[config.mk]
export PLATFORM = sky130hd
export DESIGN_NAME = gba_gpu_fbwrite_flat
export DESIGN_NICKNAME = d
export VERILOG_FILES = /design/src/rtl/gba_gpu_pkg.sv /design/src/rtl/gba_gpu_fbwrite_if.sv /design/src/rtl/gba_gpu_fbwrite_fifo.sv /design/src/rtl/gba_gpu_fbwrite.sv /design/src/flat_wrapper.sv
export SDC_FILE = /design/constraint.sdc
export NUM_CORES = 1
export LEC_CHECK = 0
export BUFFER_PORTS_ARGS = -buffer_cell sky130_fd_sc_hd__buf_2
export CAP_MARGIN = 20
export CELL_PAD_IN_SITES_DETAIL_PLACEMENT = 0
export CELL_PAD_IN_SITES_GLOBAL_PLACEMENT = 1
export CORE_AREA = 4 4 181 183
export CTS_CLUSTER_SIZE = 10
export DETAILED_ROUTE_END_ITERATION = 16
export DIE_AREA = 0 0 185 187
export GPL_TIMING_DRIVEN = 1
export PLACE_DENSITY = 0.83
export SLEW_MARGIN = 20
export SYNTH_ARGS = -nofsm -noshare
export SYNTH_HDL_FRONTEND = slang
export SYNTH_SLANG_ARGS = --single-unit
[constraint.sdc]
create_clock -name fclk -period 9.1 [get_ports fclk]
set_input_delay 2.73 -clock fclk [delete_from_list [all_inputs] [get_ports fclk]]
set_output_delay 2.73 -clock fclk [all_outputs]
set_load 0.03 [all_outputs]
[src/rtl/gba_gpu_pkg.sv]
// Shared types and constants for the GPU framebuffer write stage.
package gba_gpu_pkg;

    localparam int unsigned RGB_CH_W = 6;
    localparam int unsigned FB_WORDS = 38400;

    typedef struct packed {
        logic [15:0] addr;
        logic [17:0] data;
    } fb_pix_t;

    typedef enum logic [1:0] {IDLE, RD, WR} fbw_state_t;

    // Per-channel rounded average: (old + cur + 1) >> 1 with a 7-bit intermediate.
    function automatic logic [17:0] blend_rgb6(input logic [17:0] old_px,
                                               input logic [17:0] cur_px);
        logic [17:0]         res;
        logic [RGB_CH_W:0]   sum;
        res = '0;
        for (int c = 0; c < 3; c++) begin
            sum = {1'b0, old_px[c*RGB_CH_W +: RGB_CH_W]} + {1'b0, cur_px[c*RGB_CH_W +: RGB_CH_W]}
                  + 7'd1;
            res[c*RGB_CH_W +: RGB_CH_W] = sum[RGB_CH_W:1];
        end
        return res;
    endfunction

endpackage

[src/rtl/gba_gpu_fbwrite_if.sv]
// Pixel-stream and framebuffer-memory signals of the write stage.
// slave: the write stage itself; master: pixel source plus memory controller.
interface gba_gpu_fbwrite_if;
    logic [15:0] pixel_in_addr;
    logic [17:0] pixel_in_data;
    logic        pixel_in_we;
    logic        mem_req;
    logic        mem_we;
    logic [15:0] mem_addr;
    logic [17:0] mem_wdata;
    logic [17:0] mem_rdata;
    logic        mem_ack;

    modport slave (
        input  pixel_in_addr, pixel_in_data, pixel_in_we, mem_rdata, mem_ack,
        output mem_req, mem_we, mem_addr, mem_wdata
    );

    modport master (
        output pixel_in_addr, pixel_in_data, pixel_in_we, mem_rdata, mem_ack,
        input  mem_req, mem_we, mem_addr, mem_wdata
    );
endinterface

[src/rtl/gba_gpu_fbwrite_fifo.sv]
// Pixel FIFO with first-word-fall-through head; also exposes the entry behind
// the head so the write FSM can chain transactions without a bubble.
module gba_gpu_fbwrite_fifo
    import gba_gpu_pkg::*;
#(
    parameter int unsigned DEPTH = 8
) (
    input  logic                    clk_i,
    input  logic                    rst_ni,
    input  logic                    push_i,
    input  fb_pix_t                 push_pix_i,
    input  logic                    pop_i,
    output fb_pix_t                 head_o,
    output fb_pix_t                 head_nxt_o,
    output logic                    full_o,
    output logic                    empty_o,
    output logic [$clog2(DEPTH):0]  level_o
);
    localparam int unsigned AW = $clog2(DEPTH);
    localparam logic [AW:0]   PtrOne  = 1;
    localparam logic [AW-1:0] IdxOne  = 1;
    localparam logic [AW:0]   FullLvl = DEPTH[AW:0];

    fb_pix_t       mem_q [DEPTH];
    logic [AW:0]   wr_ptr_q, rd_ptr_q;
    logic [AW-1:0] rd_nxt_idx;

    always_ff @(posedge clk_i) begin
        if (push_i) begin
            mem_q[wr_ptr_q[AW-1:0]] <= push_pix_i;
        end
    end

    always_ff @(posedge clk_i or negedge rst_ni) begin
        if (!rst_ni) begin
            wr_ptr_q <= '0;
            rd_ptr_q <= '0;
        end else begin
            if (push_i) wr_ptr_q <= wr_ptr_q + PtrOne;
            if (pop_i)  rd_ptr_q <= rd_ptr_q + PtrOne;
        end
    end

    assign rd_nxt_idx = rd_ptr_q[AW-1:0] + IdxOne;
    assign head_o     = mem_q[rd_ptr_q[AW-1:0]];
    assign head_nxt_o = mem_q[rd_nxt_idx];
    assign level_o    = wr_ptr_q - rd_ptr_q;
    assign full_o     = (level_o == FullLvl);
    assign empty_o    = (level_o == '0);

endmodule

[src/rtl/gba_gpu_fbwrite.sv]
// Framebuffer write stage: buffers the shaded pixel stream and retires it via req/ack.
// Optional read-modify-write frame blend is built when GBA_FBWRITE_BLEND_EN is defined.
module gba_gpu_fbwrite
    import gba_gpu_pkg::*;
#(
    parameter int unsigned DEPTH = 8,
    parameter int unsigned CNT_W = 16
) (
    input  logic                    fclk,
    input  logic                    resetn,
    gba_gpu_fbwrite_if.slave        bus,
    input  logic                    blend_on,
    input  logic                    stat_clr,
    output logic [$clog2(DEPTH):0]  fifo_level,
    output logic                    overflow,
    output logic [CNT_W-1:0]        drop_count,
    output logic                    busy
);
    localparam int unsigned LW = $clog2(DEPTH) + 1;
    localparam logic [LW-1:0]    LvlOne = 1;
    localparam logic [CNT_W-1:0] CntOne = 1;
    localparam logic [CNT_W-1:0] CntMax = '1;

    fb_pix_t    push_pix, head, head_nxt;
    logic       full, empty, push, pop, drop, more, blend_act;
    fbw_state_t state_q;
    logic       mem_req_q, mem_we_q;
    logic [15:0] mem_addr_q;
    logic [17:0] mem_wdata_q;
    logic        overflow_q;
    logic [CNT_W-1:0] drop_count_q;

`ifdef GBA_FBWRITE_BLEND_EN
    assign blend_act = blend_on;
`else
    logic unused_ok;
    assign blend_act = 1'b0;
    assign unused_ok = ^{blend_on, bus.mem_rdata};
`endif

    // A full FIFO still accepts a pixel when the head retires in the same cycle.
    assign pop      = (state_q == WR) && bus.mem_ack;
    assign push     = bus.pixel_in_we && (!full || pop);
    assign drop     = bus.pixel_in_we && full && !pop;
    assign more     = (fifo_level > LvlOne);
    assign push_pix = '{addr: bus.pixel_in_addr, data: bus.pixel_in_data};

    gba_gpu_fbwrite_fifo #(
        .DEPTH (DEPTH)
    ) u_fifo (
        .clk_i      (fclk),
        .rst_ni     (resetn),
        .push_i     (push),
        .push_pix_i (push_pix),
        .pop_i      (pop),
        .head_o     (head),
        .head_nxt_o (head_nxt),
        .full_o     (full),
        .empty_o    (empty),
        .level_o    (fifo_level)
    );

    always_ff @(posedge fclk or negedge resetn) begin
        if (!resetn) begin
            state_q     <= IDLE;
            mem_req_q   <= 1'b0;
            mem_we_q    <= 1'b0;
            mem_addr_q  <= '0;
            mem_wdata_q <= '0;
        end else begin
            case (state_q)
                IDLE: begin
                    if (!empty) begin
                        mem_req_q   <= 1'b1;
                        mem_we_q    <= !blend_act;
                        mem_addr_q  <= head.addr;
                        mem_wdata_q <= head.data;
                        state_q     <= blend_act ? RD : WR;
                    end
                end
`ifdef GBA_FBWRITE_BLEND_EN
                RD: begin
                    if (bus.mem_ack) begin
                        mem_wdata_q <= blend_rgb6(bus.mem_rdata, mem_wdata_q);
                        mem_we_q    <= 1'b1;
                        state_q     <= WR;
                    end
                end
`endif
                WR: begin
                    if (bus.mem_ack) begin
                        if (more) begin
                            mem_we_q    <= !blend_act;
                            mem_addr_q  <= head_nxt.addr;
                            mem_wdata_q <= head_nxt.data;
                            state_q     <= blend_act ? RD : WR;
                        end else begin
                            mem_req_q <= 1'b0;
                            mem_we_q  <= 1'b0;
                            state_q   <= IDLE;
                        end
                    end
                end
                default: state_q <= IDLE;
            endcase
        end
    end

    always_ff @(posedge fclk or negedge resetn) begin
        if (!resetn) begin
            overflow_q   <= 1'b0;
            drop_count_q <= '0;
        end else if (stat_clr) begin
            overflow_q   <= 1'b0;
            drop_count_q <= '0;
        end else if (drop) begin
            overflow_q <= 1'b1;
            if (drop_count_q != CntMax) drop_count_q <= drop_count_q + CntOne;
        end
    end

    assign bus.mem_req   = mem_req_q;
    assign bus.mem_we    = mem_we_q;
    assign bus.mem_addr  = mem_addr_q;
    assign bus.mem_wdata = mem_wdata_q;
    assign overflow      = overflow_q;
    assign drop_count    = drop_count_q;
    assign busy          = !empty || mem_req_q;

endmodule

[src/flat_wrapper.sv]
// flat-port wrapper written by rule: the top's interface ports become plain ports
module gba_gpu_fbwrite_flat import gba_gpu_pkg::*;
#(
    parameter int unsigned DEPTH = 8,
    parameter int unsigned CNT_W = 16
)
  (fclk, resetn, blend_on, stat_clr, fifo_level, overflow, drop_count, busy, bus_pixel_in_addr, bus_pixel_in_data, bus_pixel_in_we, bus_mem_rdata, bus_mem_ack, bus_mem_req, bus_mem_we, bus_mem_addr, bus_mem_wdata);
  gba_gpu_fbwrite_if bus_i ();
  input  logic fclk;
  input  logic resetn;
  input  logic blend_on;
  input  logic stat_clr;
  output logic [$clog2(DEPTH):0] fifo_level;
  output logic overflow;
  output logic [CNT_W-1:0] drop_count;
  output logic busy;
  input wire logic [$bits(bus_i.pixel_in_addr)-1:0] bus_pixel_in_addr;
  input wire logic [$bits(bus_i.pixel_in_data)-1:0] bus_pixel_in_data;
  input wire logic [$bits(bus_i.pixel_in_we)-1:0] bus_pixel_in_we;
  input wire logic [$bits(bus_i.mem_rdata)-1:0] bus_mem_rdata;
  input wire logic [$bits(bus_i.mem_ack)-1:0] bus_mem_ack;
  output wire logic [$bits(bus_i.mem_req)-1:0] bus_mem_req;
  output wire logic [$bits(bus_i.mem_we)-1:0] bus_mem_we;
  output wire logic [$bits(bus_i.mem_addr)-1:0] bus_mem_addr;
  output wire logic [$bits(bus_i.mem_wdata)-1:0] bus_mem_wdata;
  assign bus_i.pixel_in_addr = bus_pixel_in_addr;
  assign bus_i.pixel_in_data = bus_pixel_in_data;
  assign bus_i.pixel_in_we = bus_pixel_in_we;
  assign bus_i.mem_rdata = bus_mem_rdata;
  assign bus_i.mem_ack = bus_mem_ack;
  assign bus_mem_req = bus_i.mem_req;
  assign bus_mem_we = bus_i.mem_we;
  assign bus_mem_addr = bus_i.mem_addr;
  assign bus_mem_wdata = bus_i.mem_wdata;
  gba_gpu_fbwrite #(.DEPTH(DEPTH), .CNT_W(CNT_W)) u_core (.fclk(fclk), .resetn(resetn), .bus(bus_i), .blend_on(blend_on), .stat_clr(stat_clr), .fifo_level(fifo_level), .overflow(overflow), .drop_count(drop_count), .busy(busy));
endmodule
==> out/metrics.cfg <==
[final_layout]
final_cell_count_no_fill=1363
multi_input_area_mm2=0.005500
nFillCells=2372
regArea_mm2=0.009704
final_util_pct=56.20
drive_above_1_share_pct=36.56
fin_nets=994
area_growth_pct=13.56

[logic_synthesis]
yosys.area.top_type=edfxtp_1
async_flop_share_pct=18.32
postSynthCellCount=836
ys_types=49
synth_ff_type=edfxtp_1
ys_top_cells_by_area=edfxtp_1 53%, mux4_2 20%, dfrtp_1 9.9%
syn_nets=901
post-synth-top-area-fraction_pct=52.85
syn_area_per_cell_um2=18.49
yosys_register_bits=333
synth_edf_count=272
synth_warnings=0
yosysSeqAreaShare_pct=62.73
synthesis.area_mm2=0.01545

[power]
combinationalPowerShare_pct=45.5
power.internal_uw=4331
p_per_area_mw_per_mm2=376.8
ir_worst_vdd_v=0.0002353
switchingPower_uw=2281
pwr-share-clk_pct=21.7
p_leak_uw=0.006074
seq_power_share_pct=32.8
swShare_pct=34.49

[global_route]
grt_max_degree=71
grtUsageTotal_pct=18.82
antenna_found_initial=3
grt_pass1_wl_um=50050
first_global_vias=8539
grt_overflow=0

[place]
dp_cells=1288
place.gp.congestion=0.7241
portBuffers=96
dp_hpwl_um=17860
pre_cts_ws_ns=3.460

[clock_network]
numCtsBuffers=40
path_clk_slew_ns=0.06
holdBufCountCts=0
cts_setup_buffers=0
cts_root_buf=clkbuf_16
cts_buffer_depth=3
worstSkewPairLatency_ns=0.52
h-tree-depth=2
cts_tree=yes
post_cts_resize_count=0
clkSinkCount=333

[detailed_routing]
drt_first_pass_iters=5
routedWlPerCell_um=23.89
routed_wl_um=32570
vias=8365
drtAntennaViolNets=0
drt_iter0_markers=513
drc_errors=0
vias_per_cell=6.137

[floorplanning]
die_y_um=187
dieArea_mm2=0.03460
num_rows=65
start_util_pct=49.49
core-area_mm2=0.03123
ioPinCount=116
die_width_um=185

[sta]
whs_ns=0.4902
clock_skew_ns=0.01659
setup_viol=0
hold_violations=0
setup_ws_ns=2.938
worstMarginPinSlew_ns=1.074
max_freq_ghz=0.1623
slew-limit-headroom_pct=28.37
slew_viol_final=0
period_needed_ns=6.162
fin_crit_sh_pct=67.72
rsz0062_at_grt=no
fin_tns_setup_ns=0

[job]
max_cap_viol_count=0

[worst_hold_path]
hold_path.class=flop to flop

[worst_setup_path]
cp_data_arrival_time_ns=3.43
cp-end-kind=output pin
worstSetupPathType=flop to output pin
worst-endpoint-required_ns=6.37
crit_fanout=38
cp-start-kind=flop

[status]
status=finished, final reports clean

-- area by class of cell --
class                           count  area share (%)
Sequential cell                   333           55.29
Multi-Input combinational cell    431           31.34
Clock buffer                       69           6.616
Timing Repair Buffer              113           3.500
Tap cell                          402           2.866
Inverter                           10          0.2139
Clock inverter                      4          0.1568
Antenna cell                        1         0.01426
-- per-layer routing --
layer  track usage [%]  share of wire (%)
met1             25.60                 41
met2             31.77                 51
met3             3.364                5.4
met4             4.800                2.2
met5                 0              0.080
-- registers in the layout, indices dropped and copies added (netlist names) --
signal,cells
u_core.overflow,1
u_core.u_fifo.mem_q,272
u_core.drop_count,16
u_core.u_fifo.wr_ptr_q,4
u_core.u_fifo.rd_ptr_q,4
u_core.bus.mem_addr,16
u_core.bus.mem_wdata,18
u_core.bus.mem_req,1
u_core.bus.mem_we,1
-- power by group through the flow --
stage                     sequential, uW  clock, uW  combinational [uW]
after floorplan                     2280          0                2300
after global placement              2170          0                3020
after detailed placement            2200          0                3050
after CTS                           2170       1470                3060
after global routing                2200       1540                3230
final                               2170       1440                3010
-- path summary, 6_finish.rpt --
| check | startpoint | endpoint | slack, ns | cells after the start |
|---|---|---|---|---|
| worst max-delay path | u_core.u_fifo.rd_ptr_q[2]$_DFFE_PN0P_ | busy | 2.94 | 8 |
| worst min-delay path | u_core.u_fifo.rd_ptr_q[3]$_DFFE_PN0P_ | u_core.u_fifo.rd_ptr_q[3]$_DFFE_PN0P_ | 0.49 | 1 |
| worst max register to register | u_core.u_fifo.rd_ptr_q[1]$_DFFE_PN0P_ | u_core.bus.mem_addr[9]$_DFFE_PN0P_ | 5.06 | 7 |
| worst min register to register | u_core.u_fifo.rd_ptr_q[3]$_DFFE_PN0P_ | u_core.u_fifo.rd_ptr_q[3]$_DFFE_PN0P_ | 0.49 | 1 |
| max in group asynchronous | resetn | u_core.u_fifo.rd_ptr_q[0]$_DFFE_PN0P_ | 6.13 | 1 |
| min in group asynchronous | resetn | u_core.bus.mem_wdata[15]$_DFFE_PN0P_ | 2.32 | 1 |
-- synthesized netlist by cell type (4+ instances only) --
library cell,count
a211oi_1,34
and2_1,37
clkbuf_1,33
nand3_1,6
mux2_2,5
o31ai_1,11
nor2_1,4
dfrtp_1,61
xnor2_1,6
nand4_1,5
a21oi_1,49
mux2i_1,34
buf_1,15
or4_1,11
o21ai_0,5
nand2_1,12
mux2_4,30
mux4_2,136
ha_1,6
nor3_1,4
buf_2,11
inv_1,10
edfxtp_1,272
-- critical path, cell delays in order, from the launching register on --
cell and delay (ns):
dfrtp_2 0.34, buf_4 0.51, inv_1 0.16, ha_1 0.36, and3b_1 0.21, or3_4 0.43
a2111oi_4 0.45, or2b_1 0.28, buf_2 0.18
-- stage by stage --
stage / power, uW / area, um^2
global placement: 5187 / 16350
floorplan: 4576 / 15450
detailed placement: 5252 / 16350
finish: 6612 / 17550
global route: 6972 / 17550
CTS: 6702 / 17530
-- cells in the final DEF (no fill, tap or decap), types with 2 or more instances in the layout --
cell type  count
a211oi_1      34
a21o_1         2
a21oi_1       49
and2_1        37
and3_1         3
and4_1         3
buf_2         95
buf_4         17
clkbuf_1      25
clkbuf_16     41
clkbuf_8       3
clkinv_2       2
dfrtp_1       57
dfrtp_2        2
dfrtp_4        2
edfxtp_1     272
ha_1           5
inv_1          9
inv_6          2
mux2_2         5
mux2_4        30
mux2i_1       34
mux4_2       136
nand2_1       12
nand3_1        6
nand4_1        5
nor2_1         3
nor3_2         3
nor4_2         3
o21ai_0        5
o31ai_1       11
or3_1          2
or4_1         11
xnor2_1        6
xor2_1         2
-- cell families (layout without fill, tap and decap cells) --
logic type      after synthesis  after routing  synth area share (%)
xor+xnor                      9              9                0.5101
mux                         205            205                 25.30
other cells                   0              1                     0
fa+ha+maj                     7              7                0.6153
flops                       333            333                 62.73
simple gates                100            100                 3.983
compound gates              110            110                 4.712
buf+inv                      72            196                 2.154
(Power assumes the default switching activity.)
